--- src/rtl/if_stage.sv ---
// Instruction-fetch stage: owns the PC, fetches one word per instruction over a
// req/ready handshake, and drives the IF/ID register with instructions or NOP bubbles.
module if_stage #(
  parameter logic [15:0] RESET_PC  = 16'h0000,
  parameter logic [15:0] NOP_INSTR = 16'h0800
) (
  input  logic        clk,
  input  logic        rst,
  input  logic        stall,
  input  logic        redirect_valid,
  input  logic [15:0] redirect_pc,
  output logic        imem_req,
  output logic [15:0] imem_addr,
  input  logic        imem_ready,
  input  logic [15:0] imem_rdata,
  output logic [15:0] instr,
  output logic [15:0] pc_plus1,
  output logic        instr_valid
);

  typedef enum logic {FETCH, HOLD} state_t;

  state_t      state_q, state_d;
  logic [15:0] pc_q, pc_d;
  logic [15:0] instr_q, instr_d;
  logic [15:0] pc_plus1_q, pc_plus1_d;
  logic        vld_q, vld_d;
  logic [15:0] hold_buf_q, hold_buf_d;

  always_ff @(posedge clk) begin
    if (rst) begin
      state_q    <= FETCH;
      pc_q       <= RESET_PC;
      instr_q    <= NOP_INSTR;
      pc_plus1_q <= 16'h0000;
      vld_q      <= 1'b0;
      hold_buf_q <= 16'h0000;
    end else begin
      state_q    <= state_d;
      pc_q       <= pc_d;
      instr_q    <= instr_d;
      pc_plus1_q <= pc_plus1_d;
      vld_q      <= vld_d;
      hold_buf_q <= hold_buf_d;
    end
  end

  always_comb begin
    state_d    = state_q;
    pc_d       = pc_q;
    instr_d    = instr_q;
    pc_plus1_d = pc_plus1_q;
    vld_d      = vld_q;
    hold_buf_d = hold_buf_q;

    // A redirect overrides everything, including a word returned this cycle.
    if (redirect_valid) begin
      pc_d       = redirect_pc;
      instr_d    = NOP_INSTR;
      vld_d      = 1'b0;
      hold_buf_d = 16'h0000;
      state_d    = FETCH;
    end else begin
      unique case (state_q)
        FETCH: begin
          if (imem_ready && !stall) begin
            instr_d    = imem_rdata;
            pc_plus1_d = pc_q + 16'd1;
            vld_d      = 1'b1;
            pc_d       = pc_q + 16'd1;
          end else if (imem_ready && stall) begin
            // Word arrived while decode is blocked: park it rather than refetch.
            hold_buf_d = imem_rdata;
            pc_d       = pc_q + 16'd1;
            state_d    = HOLD;
          end else if (!imem_ready && !stall) begin
            instr_d = NOP_INSTR;
            vld_d   = 1'b0;
          end
        end
        HOLD: begin
          if (!stall) begin
            // pc already advanced past the buffered word, so pc itself is its +1.
            instr_d    = hold_buf_q;
            pc_plus1_d = pc_q;
            vld_d      = 1'b1;
            state_d    = FETCH;
          end
        end
        default: state_d = FETCH;
      endcase
    end
  end

  assign imem_req    = (state_q == FETCH) && !rst;
  assign imem_addr   = pc_q;
  assign instr       = instr_q;
  assign pc_plus1    = pc_plus1_q;
  assign instr_valid = vld_q;

endmodule
--- config.mk ---
export PLATFORM = sky130hd
export DESIGN_NAME = if_stage
export DESIGN_NICKNAME = d
export VERILOG_FILES = /design/src/rtl/if_stage.sv
export SDC_FILE = /design/constraint.sdc
export NUM_CORES = 1
export LEC_CHECK = 0
export CORE_ASPECT_RATIO = 1.2
export CORE_MARGIN = 2
export CORE_UTILIZATION = 44
export CTS_CLUSTER_SIZE = 28
export DETAILED_ROUTE_END_ITERATION = 12
export PLACE_DENSITY_LB_ADDON = 0.25
export SLEW_MARGIN = 15
export SYNTH_ARGS = -nofsm -noshare
export SYNTH_HDL_FRONTEND = slang
export SYNTH_SLANG_ARGS = --single-unit
--- constraint.sdc ---
create_clock -name clk -period 4.9 [get_ports clk]
set_input_delay 0.49 -clock clk [delete_from_list [all_inputs] [get_ports clk]]
set_output_delay 0.49 -clock clk [all_outputs]
set_load 0.05 [all_outputs]
==> results.py <==
metrics = {
    "hold_path": {
        "worst_hold_path.num_cells": 2,
        "hp-class": "flop to flop",
    },
    "timing": {
        "finalCriticalPeriod_ns": 3.039,
        "fin_crit_sh": 0.6203,
        "hold_viol_final": 0,
        "max_freq_mhz": 329.0,
        "rsz0062_at_grt": "false",
        "worst_pin_slew_ns": 1.132,
        "setup_viol_count_final": 0,
        "clock_skew_ns": 0.007894,
        "slew_viol_final": 0,
        "max_slew_margin": 0.2434,
        "fin_tns_setup_ns": 0,
    },
    "synthesis": {
        "synth-edff-count": 0,
        "ys_types": 38,
        "synth_flop_cell": "dfxtp_1",
        "ys_ff_latch": 66,
        "synth_fp_nets": 431,
        "ys_seq_area_frac": 0.4253,
        "yosys_warnings": 0,
        "synthCells": 393,
        "async_flop_share": 0,
        "syn_area_sq_mm": 0.003107,
        "syn_avg_cell_area_sq_um": 7.905,
    },
    "critical_path": {
        "ff2ff_path_depth": 4,
        "critPathSlowestCell": "nand2_1",
        "cp-start-kind": "input pin",
        "cp_num_buf_inv": 2,
        "slowest_delay_ns": 1.10,
        "arrival_ns": 3.22,
        "crit_chain": "clkdlybuf4s50_1, clkinv_1, nand2_1, nor2_1",
        "cp_num_cells": 4,
        "cp_top_family": "buffers and inverters",
        "crit_path_max_fanout": 34,
        "cp-end-kind": "flop",
        "worstPathRequired_ns": 5.08,
        "worstSetupPathType": "input pin to flop",
    },
    "layout": {
        "nets": 500,
        "fillers": 662,
        "area_delta_synth_final_pct": 34.27,
        "layout-drive-gt1-share": 0.04925,
        "instances_no_fill": 554,
        "antenna_cells": 0,
    },
    "die": {
        "die-width_um": 80.71,
        "top_level_ports": 87,
        "initial_core_util": 0.4533,
        "core_sq_mm": 0.006854,
        "die-area_sq_mm": 0.007751,
        "die_y_um": 96.05,
        "rows": 33,
    },
    "global_route": {
        "grt_max_degree": 38,
        "grt_overflow_total": 0,
        "grt_first_pass_wirelength_mm": 12.55,
        "grtUsageTotal": 0.2093,
        "antenna_found_initial": 0,
        "first_global_vias": 2755,
    },
    "routing": {
        "wl_mm": 7.593,
        "firstDrtPassIters": 4,
        "vias": 2960,
        "wl_per_cell_um": 13.71,
        "route.detailed.drc": 0,
        "drtIter0Drc": 183,
        "viasPerCell": 5.343,
        "postRouteAntennaNets": 0,
    },
    "placement": {
        "port_buffers": 86,
        "hpwl_mm": 5.172,
        "place_congestion": 0.8439,
        "dp.cells": 538,
    },
    "clocking": {
        "ctsHoldBuffers": 0,
        "clk_latency_ns": 0.34,
        "cts_setup_buffers": 0,
        "cts_buffers": 9,
        "cts_tree": "done",
        "post_cts_resized": 0,
        "clock_path_buffers": 2,
        "cts_max_level": 3,
        "clock-sinks": 66,
        "clk_pin_slew_ns": 0.07,
        "clockRootBuffer": "clkbuf_8",
    },
    "run_status": {
        "outcome": "finished, final reports clean",
    },
    "job": {
        "drv_cap": 0,
    },
    "pwr": {
        "p_per_area_mw_per_mm2": 298.9,
        "ir_drop_mv": 0.1799,
        "leakagePower_nw": 1.392,
    },
}
[cell usage after synthesis, types with 6 or more instances]
master | count | area share
a211oi_1 | 20 | 0.048
a21oi_1 | 49 | 0.079
clkbuf_1 | 24 | 0.029
dfxtp_1 | 66 | 0.43
nand2_1 | 62 | 0.075
nand3_1 | 6 | 0.0097
nand3b_1 | 16 | 0.039
nor2_1 | 52 | 0.063
nor2b_1 | 6 | 0.012
nor3_1 | 7 | 0.011
nor4_1 | 9 | 0.018
xnor2_1 | 15 | 0.042
xor2_1 | 7 | 0.020
[cells by family (layout without fill, tap and decap cells)]
family	after synthesis	in the layout	share of synthesized area
AND/OR/NAND/NOR	178	178	0.2803
adder cells (fa/ha/maj)	1	1	0.004027
XOR/XNOR	22	22	0.06202
flip-flops	66	66	0.4253
buffers and inverters	38	112	0.04792
multiplexers	5	5	0.01611
AO/OA/AOI/OAI	83	83	0.1643
[worst paths after layout]
| kind | startpoint | end | slack, ns |
|---|---|---|---|
| worst max-delay path | redirect_valid | instr[5] | 1.86 |
| worst min-delay path | hold_buf_q[12] | hold_buf_q[12] | 0.46 |
| worst max register to register | state_q | hold_buf_q[10] | 2.49 |
| worst min register to register | hold_buf_q[12] | hold_buf_q[12] | 0.46 |
[power by group]
| part | switching [W] | leakage, nW | internal (W) |
|---|---|---|---|
| combinational | 0.000142 | 0.756 | 0.0000942 |
| clock | 0.000200 | 0.0965 | 0.000224 |
| sequential | 0.0000275 | 0.539 | 0.000559 |
[stage by stage]
stage | area [sq um] | hold WS [ns] | utilization | worst slack, ns | power (W)
after floorplan | 3107 | 0.4366 | - | 2.605 | 0.0007459
after global placement | 3989 | 0.4424 | 0.5820 | 1.579 | 0.0008331
after detailed placement | 3989 | 0.4479 | 0.5820 | 1.520 | 0.0008362
after CTS | 4172 | 0.4574 | 0.6086 | 1.860 | 0.001258
after global routing | 4172 | 0.4815 | 0.6086 | 1.579 | 0.001301
final | 4172 | 0.4576 | 0.6086 | 1.861 | 0.001247
[cell type report]
class,count,area (sq um),area share
clock inverters,2,10.01,0.002400
flip-flops and latches,66,1321,0.3167
repair buffers,91,898.4,0.2154
multi-input cells,289,1642,0.3935
well taps,87,108.9,0.02609
clock buffers,14,172.7,0.04139
inverters,5,18.77,0.004499
[state kept, by name (all words and copies together) (netlist names)]
name	cells
hold_buf_q	16
state_q	1
instr_valid	1
imem_addr	16
pc_plus1	16
instr	16
[worst min-delay path, cell delays in order, from the launching register on]
cell and delay (ns):
dfxtp_1 0.31, nand2_1 0.05, a21oi_1 0.05
[cell usage in the layout (no fill, tap or decap), types with 7 or more instances in the layout]
cell	synthesis	routed
xor2_1	7	7
clkbuf_8	0	12
a211oi_1	20	20
clkdlybuf4s50_1	0	86
nand2_1	62	62
nand3b_1	16	16
dfxtp_1	66	66
xnor2_1	15	15
a21oi_1	49	49
nor4_1	9	9
nor2_1	52	52
[layer usage]
| metal | part of all wire | vias to the layer above | global-route usage | wire (um) |
|---|---|---|---|---|
| met2 | 0.49 | 82 | 0.3528 | 3714 |
| li1 | - | 1494 | - | - |
| met5 | 0 | - | 0 | 0 |
| met3 | 0.061 | 14 | 0.04503 | 463 |
| met4 | 0.021 | 0 | 0.1130 | 162 |
| met1 | 0.43 | 1370 | 0.2478 | 3253 |
Power figures use the tool's default switching activity.
